--- src/rtl/riscv_core_wb_arb.sv ---
// rtl/riscv_core_wb_arb.sv - writeback arbiter merging pipeline and long-latency results onto the RF write port
module riscv_core_wb_arb #(
  parameter int XLEN       = 64,
  parameter int DEPTH      = 2,
  parameter int STARVE_MAX = 4
) (
  input  logic            i_wb_clk,
  input  logic            i_wb_rst_n,
  input  logic            i_wb_pipe_we,
  input  logic [4:0]      i_wb_pipe_rd,
  input  logic [XLEN-1:0] i_wb_pipe_data,
  input  logic            i_wb_lu_valid,
  input  logic [4:0]      i_wb_lu_rd,
  input  logic [XLEN-1:0] i_wb_lu_data,
  output logic            o_wb_lu_ready,
  input  logic [4:0]      i_wb_chk_a1,
  input  logic [4:0]      i_wb_chk_a2,
  output logic            o_wb_hazard,
  output logic            o_wb_stall,
  output logic            o_wb_we3,
  output logic [4:0]      o_wb_a3,
  output logic [XLEN-1:0] o_wb_wd3
);

  localparam int AW = (DEPTH > 1) ? $clog2(DEPTH) : 1;
  localparam int CW = $clog2(DEPTH + 1);
  localparam int SW = $clog2(STARVE_MAX + 1);
  localparam logic [CW-1:0] FULL_CNT   = CW'(DEPTH);
  localparam logic [SW-1:0] STARVE_TOP = SW'(STARVE_MAX);

  logic [4:0]      q_rd   [DEPTH];
  logic [XLEN-1:0] q_data [DEPTH];
  logic [AW-1:0]   wr_ptr;
  logic [AW-1:0]   rd_ptr;
  logic [CW-1:0]   count;
  logic [SW-1:0]   starve;
  logic [DEPTH-1:0] q_valid;

  logic empty;
  logic pipe_eff;
  logic push;
  logic pop;

  // Offset of a slot from the head, wrapping in pointer width.
  function automatic logic [AW-1:0] slot_off(input logic [AW-1:0] slot, input logic [AW-1:0] head);
    return slot - head;
  endfunction

  assign empty         = (count == '0);
  assign o_wb_lu_ready = (count != FULL_CNT);
  assign pipe_eff      = i_wb_pipe_we && (i_wb_pipe_rd != 5'd0) && !o_wb_stall;
  assign push          = i_wb_lu_valid && o_wb_lu_ready && (i_wb_lu_rd != 5'd0);
  assign pop           = !pipe_eff && !empty;

  always_comb begin
    q_valid     = '0;
    o_wb_hazard = 1'b0;
    for (int i = 0; i < DEPTH; i++) begin
      q_valid[i] = (CW'(slot_off(AW'(i), rd_ptr)) < count);
      if (q_valid[i] &&
          (((i_wb_chk_a1 != 5'd0) && (i_wb_chk_a1 == q_rd[i])) ||
           ((i_wb_chk_a2 != 5'd0) && (i_wb_chk_a2 == q_rd[i])))) begin
        o_wb_hazard = 1'b1;
      end
    end
  end

  always_ff @(posedge i_wb_clk) begin
    if (push) begin
      q_rd[wr_ptr]   <= i_wb_lu_rd;
      q_data[wr_ptr] <= i_wb_lu_data;
    end
  end

  always_ff @(posedge i_wb_clk or negedge i_wb_rst_n) begin
    if (!i_wb_rst_n) begin
      wr_ptr <= '0;
      rd_ptr <= '0;
      count  <= '0;
    end else begin
      if (push) wr_ptr <= wr_ptr + AW'(1);
      if (pop)  rd_ptr <= rd_ptr + AW'(1);
      unique case ({push, pop})
        2'b10:   count <= count + CW'(1);
        2'b01:   count <= count - CW'(1);
        default: count <= count;
      endcase
    end
  end

  // The stall cycle itself always drains the head, so the stall never repeats back-to-back.
  always_ff @(posedge i_wb_clk or negedge i_wb_rst_n) begin
    if (!i_wb_rst_n) begin
      starve     <= '0;
      o_wb_stall <= 1'b0;
      o_wb_we3   <= 1'b0;
      o_wb_a3    <= '0;
      o_wb_wd3   <= '0;
    end else begin
      o_wb_stall <= !o_wb_stall && (starve == STARVE_TOP) && !empty;

      if (empty || pop) begin
        starve <= '0;
      end else if (pipe_eff && (starve != STARVE_TOP)) begin
        starve <= starve + SW'(1);
      end

      if (pipe_eff) begin
        o_wb_we3 <= 1'b1;
        o_wb_a3  <= i_wb_pipe_rd;
        o_wb_wd3 <= i_wb_pipe_data;
      end else if (!empty) begin
        o_wb_we3 <= 1'b1;
        o_wb_a3  <= q_rd[rd_ptr];
        o_wb_wd3 <= q_data[rd_ptr];
      end else begin
        o_wb_we3 <= 1'b0;
      end
    end
  end

endmodule
--- config.mk ---
export PLATFORM = sky130hd
export DESIGN_NAME = riscv_core_wb_arb
export DESIGN_NICKNAME = d
export VERILOG_FILES = /design/src/rtl/riscv_core_wb_arb.sv
export SDC_FILE = /design/constraint.sdc
export NUM_CORES = 1
export LEC_CHECK = 0
export BUFFER_PORTS_ARGS = -buffer_cell sky130_fd_sc_hd__buf_2
export CAP_MARGIN = 20
export CORE_MARGIN = 4
export CORE_UTILIZATION = 57
export CTS_CLUSTER_DIAMETER = 200
export DETAILED_ROUTE_END_ITERATION = 10
export HOLD_SLACK_MARGIN = 0.15
export PLACE_DENSITY = 0.95
export SYNTH_ARGS = -nofsm -noshare
export SYNTH_HDL_FRONTEND = slang
export SYNTH_SLANG_ARGS = --single-unit
--- constraint.sdc ---
create_clock -name i_wb_clk -period 10.03 [get_ports i_wb_clk]
set_clock_uncertainty 0.2 [all_clocks]
set_input_delay 2.006 -clock i_wb_clk [delete_from_list [all_inputs] [get_ports i_wb_clk]]
set_output_delay 2.006 -clock i_wb_clk [all_outputs]
set_load 0.03 [all_outputs]
==> results list, run 1 <==
* Placement-stage worst setup slack: between 4 and 5 ns
- The worst pin sits at a relative slew slack of 0.305.
- In the final design database the tool counted 1041 nets.
- CTS saw 216 sinks.
- Post-synth top flop: edfxtp_1
* Std-Cell Rows: between 40 and 50
* Die Outline Area: 17400 um2
* Worst stage delay on the critical path: 0.65 ns
- Post-synth ARST share: 0.361
- For this block, the initial DRC count from the detailed router was 435.
* Fraction of synthesized cell area taken by the top area cell type: 0.474
- Cell count after synthesis: 668
- The number of global-route vias before repair came to ~6300.
- Highest fanout seen on the critical path: 3
- Post-Route Setup TNS: 0 ns
- Counting stages on the worst path, the most repeated cell is buf_2.
* Skew-Pair Late Insertion Delay: 0.48 ns
- In this run the power density over the cells is approximately 300 nW/um2.
- Synthesis inferred roughly 220 register bits.
* H-Tree Level Count: 1
- Highest clock rate: 170 MHz
* TritonCTS Buffers: 22
- Dividing the detail-routed via count by the number of cells gives approximately 5.5.
* Combined area of all synthesized cells: slightly below 9000 um2
- Core area: 15100 um2
* Most instantiated cells after synthesis: 138 x edfxtp_1, 78 x dfrtp_1, 75 x nor2_1
* Leak pwr: 4.61 nW
- Counting cells, the worst reg-to-reg path comes to 5.
- Number of warnings issued by yosys: 0
* Via total after detailed routing: 6000
- Across every metal layer, demand over resource in global routing totals 0.224.
* Global-route wire length before repair: roughly 32000 um
- Dividing the detail-routed wire length by the instance count gives 18.2 um.
- Clock-pin slew was measured on the worst setup and hold paths at 0.06 ns.
* Most frequently used cell type in the post-synthesis netlist: edfxtp_1
- Chip Width: 132 um
* Peak supply drop: 0.000167 V
- Instance count along the most critical hold path: 1
- By area the synthesized netlist is led by edfxtp_1 47%, dfrtp_1 22%, mux2i_1 8.0%.
- Endpoint of the worst hold-timing path: o_wb_stall$_DFF_PN0_
* Launching element type of the critical path: input pin
* Shortest clock period the worst path allows after layout: 5.90 ns
- Cell chain of the critical path: buf_2 -> or4_1 -> nor2_1 -> nor4_1 -> o22ai_1 -> a21oi_1 -> buf_2
* Final instance area: 10700 um2
- Once the clock tree was built, the resizer swapped 0 gates to a different size.
* Final period utilization: 0.588
- Maximum buffer depth of the clock tree: 3
- Synthesis produced a netlist with a net count of 823.
* Core utilization of the finished layout: 0.709
* Worst path slowest cell: nor4_1
* Beginning of the worst register-to-register path: count[0]$_DFFE_PN0P_
- Max-cap violations: 0
* Dpl hpwl: 13600 um
* Crit. End Element: output pin
- For the pin with the worst max-slew slack, the measured transition is 1.04 ns.
* Wire length reported by the detailed router: 19800 um
- In this run, synthesis inferred ~140 flip-flops with an integrated enable.
- Port bufs: 224
* Data arrival time of the worst path: 3.69 ns
- Setup slack of the critical path after layout: slightly above 4 ns
* Internal reg-to-reg setup slack: ~7.0 ns
* Status: complete, no violations
- The number of antenna violations at the first check in global routing came to 2.
- After detailed routing, the number of remaining DRC violations is 0.
* Endpoint required time on the critical path: around 7.8 ns
* Clock tree root buffer cell: clkbuf_16
* Worst Hold Class: reg -> reg
- Counting distinct cell types in the post-synthesis netlist gives 33.
* Buf+Inv Stages, Crit Path: 2
* Library cell with the largest summed area after synthesis: edfxtp_1
* Critical register-to-register path endpoint: o_wb_wd3[15]$_DFFE_PN0P_
- For this configuration, the core starts out at a cell density of 0.580.
* Mean post-synth cell area: about 13 um2
- Proportion of synthesized chip area in sequential cells: 0.697
* Growth of design area from synthesis to finish: 22.4%
- In this design, the largest share of critical-path delay is due to simple AND/OR/NAND/NOR gates.
* Ports placed on the boundary: 225
- Setup repair after global routing missed its margin: no
- Share of layout cells above drive strength 1: 0.306
* Clock tree from TritonCTS: yes
* Number of setup buffers added after CTS: 0
- Post-placement cell area: 9960 um2
- The worst setup path is of the in -> out kind.
* Last weighted congestion value of the routability-driven placer: 0.820
- Count of final setup violators: 0
- Final Slew Violations: 0
- Antenna violation net count after detailed routing: 0
* Min-Delay Startpoint: o_wb_stall$_DFF_PN0_
- Final hold violation count: 0
* Die H: around 130 um
- Global routing finished with a remaining overflow of 0.
- The first detailed-routing pass took 5 iterations.
* Number of buffers inserted by hold repair at cts: 0
- Entering global routing, the biggest net connects 104 pins.
## final cells by class
type / count / area, um2
Clock buffer: 33 / 653
Antenna cell: 2 / 5.00
Tap cell: 188 / 235
Fill cell: 1047 / 4390
Inverter: 4 / 15.0
Multi-Input combinational cell: 411 / 2440
Sequential cell: 216 / 6100
Clock inverter: 7 / 55.1
Timing Repair Buffer: 231 / 1200
## cell families (layout without fill, tap and decap cells)
group | count (synthesis) | after routing | synth area share
AO/OA/AOI/OAI | 146 | 146 | 0.0889
adder cells (fa/ha/maj) | 3 | 3 | 0.00429
XOR/XNOR | 26 | 26 | 0.0260
multiplexers | 70 | 70 | 0.0801
flip-flops | 216 | 216 | 0.697
other | 0 | 2 | 0
AND/OR/NAND/NOR | 166 | 166 | 0.0777
buffers and inverters | 41 | 275 | 0.0259
## worst max path at each step
stage / start / to / slack (ns) / cells past startpoint
after detailed placement: i_wb_chk_a2[0] / o_wb_hazard / 4.14 / 7
after global placement: i_wb_chk_a2[2] / o_wb_hazard / 4.23 / 7
after CTS: i_wb_chk_a2[0] / o_wb_hazard / 4.15 / 7
after floorplan: i_wb_lu_rd[3] / q_data[0][0]$_DFFE_PP_ / 4.16 / 3
final: i_wb_chk_a2[3] / o_wb_hazard / 4.13 / 7
after global routing: i_wb_chk_a2[4] / o_wb_hazard / 4.03 / 7
## cells in the final DEF, fill, tap and decap left out, drive strengths merged, types with 2 or more instances in the layout
cell type | synthesis | final
a21oi | 70 | 70
nand3 | 3 | 3
clkbuf | 19 | 33
o21ai | 70 | 70
edfxtp | 138 | 138
dfrtp | 78 | 78
nand2 | 71 | 71
xor2 | 10 | 10
nor3 | 4 | 4
buf | 18 | 231
nor2 | 76 | 76
or4 | 4 | 4
ha | 3 | 3
xnor2 | 16 | 16
mux2i | 70 | 70
diode | 0 | 2
inv | 4 | 4
nor4 | 4 | 4
clkinv | 0 | 6
o22ai | 2 | 2
## flip-flops by register name, summed over array words and instances, names as in the netlist
name	count
q_data	128
o_wb_wd3	64
q_rd	10
o_wb_a3	5
starve	3
count	2
o_wb_stall	1
o_wb_we3	1
rd_ptr	1
wr_ptr	1
## power breakdown
group          switching, mW  internal (mW)  leakage (nW)
Combinational          0.715          0.357          2.03
Sequential             0.141           1.21          2.22
Clock                  0.312          0.474         0.348
## layer usage
layer	routed length, um	share of wire	up-vias	global-route usage
met4	593	0.030	4	0.0683
met2	10100	0.51	252	0.393
met3	1630	0.082	59	0.0561
met5	15	0.00076	-	0
li1	-	-	2828	-
met1	7480	0.38	2857	0.276
## through the flow
| stage | instances | hold slack [ns] | total power [mW] |
|---|---|---|---|
| floorplan | 668 | 0.268 | 2.13 |
| global placement | 1049 | 0.281 | 2.39 |
| detailed placement | 1049 | 0.297 | 2.45 |
| CTS | 1089 | 0.305 | 3.24 |
| global route | 1090 | 0.326 | 3.39 |
| finish | 1092 | 0.304 | 3.21 |
No activity file was read; power rests on OpenSTA's default activity.
==> run 2: changes to the inputs <==
--- a/config.mk
+++ b/config.mk
@@ -8,11 +8,11 @@
 export BUFFER_PORTS_ARGS = -buffer_cell sky130_fd_sc_hd__buf_2
 export CAP_MARGIN = 20
 export CORE_MARGIN = 4
-export CORE_UTILIZATION = 57
+export CORE_UTILIZATION = 48
 export CTS_CLUSTER_DIAMETER = 200
 export DETAILED_ROUTE_END_ITERATION = 10
 export HOLD_SLACK_MARGIN = 0.15
-export PLACE_DENSITY = 0.95
+export PLACE_DENSITY = 0.87
 export SYNTH_ARGS = -nofsm -noshare
 export SYNTH_HDL_FRONTEND = slang
 export SYNTH_SLANG_ARGS = --single-unit
==> constraint.sdc (replaced) <==
create_clock -name i_wb_clk -period 4.8 [get_ports i_wb_clk]
set_clock_uncertainty 0.2 [all_clocks]
set_input_delay 0.96 -clock i_wb_clk [delete_from_list [all_inputs] [get_ports i_wb_clk]]
set_output_delay 0.96 -clock i_wb_clk [all_outputs]
set_load 0.03 [all_outputs]
==> run 2 against run 1 <==
- non-clock buffer count did not move
- combinational power rose by 110%
- sequential power rose by 110%
- power rose by 110%
- wire length fell by 1.8%
- register-to-register slack got worse by 5.0 ns
- core utilization fell by 11 points
- critical path depth did not move
- global-route usage fell by 3.8 points
- clock-buffer cell count did not move
- hold slack got worse by 0.061 ns
- design area rose by 0.12%
==> results list, run 2 (synthesis gave the netlist of run 1 again) <==
- Status: complete, no violations (unchanged)
- Std-Cell Rows: 49 (was 45)
- Die Outline Area: 20400 um2 (was 17400 um2)
- Number of setup buffers added after CTS: 0 (unchanged)
* Leak pwr: 4.58 nW (was 4.61 nW)
- The area of placed instances is 10000 um2 (was 9960 um2).
- The count of input and output buffers was 224 (unchanged).
* Average routed wire per standard cell: 17.2 um (was 18.2 um)
- The number of antenna violations at the first check in global routing is 4 (was 2).
- The net count reported at finish came to 1041 (unchanged).
- Final instance area: 10700 um2 (about the same)
- The floorplan die width is 143 um (was 132 um).
* Initial core utilization: 0.487 (was 0.580)
- Initial detailed-routing violation count: 249 (was 435)
- The worst reg2reg path endpoint is o_wb_wd3[40]$_DFFE_PN0P_ (was o_wb_wd3[15]$_DFFE_PN0P_).
* Switching share of power: 0.367 (was 0.364)
- Maximum number of pins on one net before global-route repair: 112 (was 104)
- The critical path class is in -> out (unchanged).
- Residual DRC count: 0 (unchanged)
- Vias per inst: 5.23 (was 5.49)
- The final count of hold timing violations is 0 (unchanged).
- The endpoint required time on the critical path is 3.64 ns (was 7.82 ns).
* Net Switching: 2.43 mW (was 1.17 mW)
- The global-route congestion overflow total is 0 (unchanged).
- The number of vias in the routed layout came to 5925 (was 6000).
- The TritonCTS clock tree is yes (unchanged).
* Number of buffers inserted by hold repair at cts: 0 (unchanged)
- Slew at the pin closest to its max-slew limit: 0.827 ns (was 1.04 ns)
- Vias in the first global route: 6114 (was 6283)
* Max-cap violations: 0 (unchanged)
- Internal reg-to-reg setup slack: 1.99 ns (was 6.96 ns)
- Comb power frac: 0.335 (was 0.334)
- The maximum resistive drop on vdd was 0.000362 V (was 0.000167 V).
* Setup repair after global routing missed its margin: no (unchanged)
* Internal cell power: 4.19 mW (was 2.04 mW)
* Max FFs per register: 128 (unchanged)
* Clk sink count: 216 (unchanged)
* Antenna violation net count after detailed routing: 0 (unchanged)
- Pre-antenna DRT Iters: 4 (was 5)
* Crit. End Element: output pin (unchanged)
- The total number of H-tree levels is 1 (unchanged).
* Highest fanout seen on the critical path: 3 (unchanged)
* Core area: 18000 um2 (was 15100 um2)
- The sort of element at the start of the critical path is an input pin (unchanged).
* Worst max-slew margin expressed relative to the limit: 0.448 (was 0.305)
* Combined global-route utilization of all metal layers: 0.186 (was 0.224)
- Growth of design area from synthesis to finish: 22.5% (was 22.4%)
* Maximum buffer depth of the clock tree: 3 (unchanged)
* Ports placed on the boundary: 225 (unchanged)
* Fraction of power consumed by sequential logic: 0.430 (was 0.422)
- The power per cell area came to 618 nW/um2 (was 300 nW/um2).
- Global-route wire length before repair: 30400 um (was 31500 um)
- TritonCTS Buffers: 22 (unchanged)
* Reg2reg path depth: 4 (was 5)
* Resized cells post-CTS: 0 (unchanged)
- Clock tree root buffer cell: clkbuf_16 (unchanged)
- The post-DP HPWL is 12900 um (was 13600 um).
- Commonest non-fill, non-tap cells in the layout: 223 x buf_2, 138 x edfxtp_1, 77 x dfrtp_1 (unchanged).
- The vertical die dimension came to 143 um (was 132 um).
* Highest clock rate: 276 MHz
- The register with the most flip-flops was q_data (unchanged).
* Most frequent standard cell in the layout excluding fill and tap cells: buf_2 (unchanged)
- Dividing the final minimum period by the clock period gives 0.755.
* Shortest clock period the worst path allows after layout: between 3 and 4 ns
- Data arrival time of the worst path: 2.46 ns (was 3.69 ns)
- Share of layout cells above drive strength 1: 0.304 (was 0.306)
- Regs by FF count: q_data: 128 flops, o_wb_wd3: 64 flops, q_rd: 10 flops (unchanged).
- The final total power came to 6.62 mW (was 3.21 mW).
- The number of standard cells in the layout, taps in and fillers out was 1133 (was 1092).
- The routed wire length was 19500 um (was 19800 um).
- Last weighted congestion value of the routability-driven placer: 0.876 (was 0.820)
* Minimum hold slack: 0.243 ns (was 0.304 ns)
* Number of fill cells in the layout: 1432 (was 1047)
* Final Slew Violations: 0 (unchanged)
- Clock-pin slew on the worst setup and hold paths: 0.06 ns (about the same)
- Beginning of the worst register-to-register path: o_wb_stall$_DFF_PN0_ (was count[0]$_DFFE_PN0P_)
- The final number of setup-violating endpoints came to 0 (unchanged).
* Worst Hold Class: in -> async (was reg -> reg)
- The clock latency at the later pin of the worst-skew pair came to 0.49 ns (was 0.48 ns).
- Cell Count Post-Placement: 1090 (was 1049)
* Share of power burned in the clock network: 0.235 (was 0.245)
-- run 2: cell count changes in the layout (fill, tap and decap cells not counted) --
| cell | previous run | this run |
|---|---|---|
| buf_4 | 7 | 6 |
| clkbuf_1 | 6 | 9 |
| buf_12 | 0 | 1 |
| clkinv_2 | 2 | 3 |
| bufinv_16 | 1 | 0 |
| clkinv_1 | 4 | 3 |
| clkinvlp_4 | 0 | 1 |
| clkbuf_8 | 4 | 1 |
-- run 2: layout make-up --
| class | count | area [um2] | share of cell area |
|---|---|---|---|
| Timing Repair Buffer | 231 | 1210 | 0.113 |
| Clock inverter | 7 | 33.8 | 0.00315 |
| Inverter | 4 | 15.0 | 0.00140 |
| Tap cell | 229 | 287 | 0.0267 |
| Sequential cell | 216 | 6100 | 0.569 |
| Antenna cell | 2 | 5.00 | 0.000467 |
| Clock buffer | 33 | 623 | 0.0581 |
| Multi-Input combinational cell | 411 | 2440 | 0.228 |
-- run 2: per-layer routing --
metal	GRT usage	vias to the layer above	wire, um	part of all wire
li1	-	2830	-	-
met1	0.228	2851	7600	0.39
met2	0.325	191	9890	0.51
met3	0.0499	47	1380	0.071
met4	0.0550	6	564	0.029
met5	0	-	35	0.0018
-- run 2: power groups by stage --
stage	Sequential [mW]	Clock [mW]	Combinational, mW
global route	2.90	1.67	2.44
finish	2.85	1.55	2.22
detailed placement	2.89	0	2.23
global placement	2.86	0	2.17
CTS	2.85	1.59	2.25
floorplan	3.20	0	1.26
-- run 2: stage by stage --
step / util / setup TNS, ns / setup slack, ns
6_report: 0.597 / 0 / 1.18
4_1_cts: 0.595 / 0 / 1.18
3_5_place_dp: 0.558 / 0 / 1.19
2_1_floorplan: - / -2.76 / -0.0200
3_3_place_gp: 0.558 / 0 / 1.22
5_1_grt: 0.596 / 0 / 1.09
-- run 2: how the worst max path moves through the flow --
stage / end / slack, ns / from
final: o_wb_hazard / 1.18 / i_wb_chk_a2[1]
after global routing: o_wb_hazard / 1.09 / i_wb_chk_a2[1]
after CTS: o_wb_hazard / 1.18 / i_wb_chk_a2[1]
after detailed placement: o_wb_hazard / 1.19 / i_wb_chk_a2[1]
after global placement: o_wb_hazard / 1.22 / i_wb_chk_a2[1]
after floorplan: q_data[0][0]$_DFFE_PP_ / -0.02 / i_wb_lu_rd[3]
-- run 2: worst max-delay path, cell delays in order --
cell and delay [ns]:
buf_2 0.12, or4_1 0.53, nor2_1 0.15, nor4_1 0.09, o41ai_1 0.33, a21oi_1 0.08
buf_2 0.21
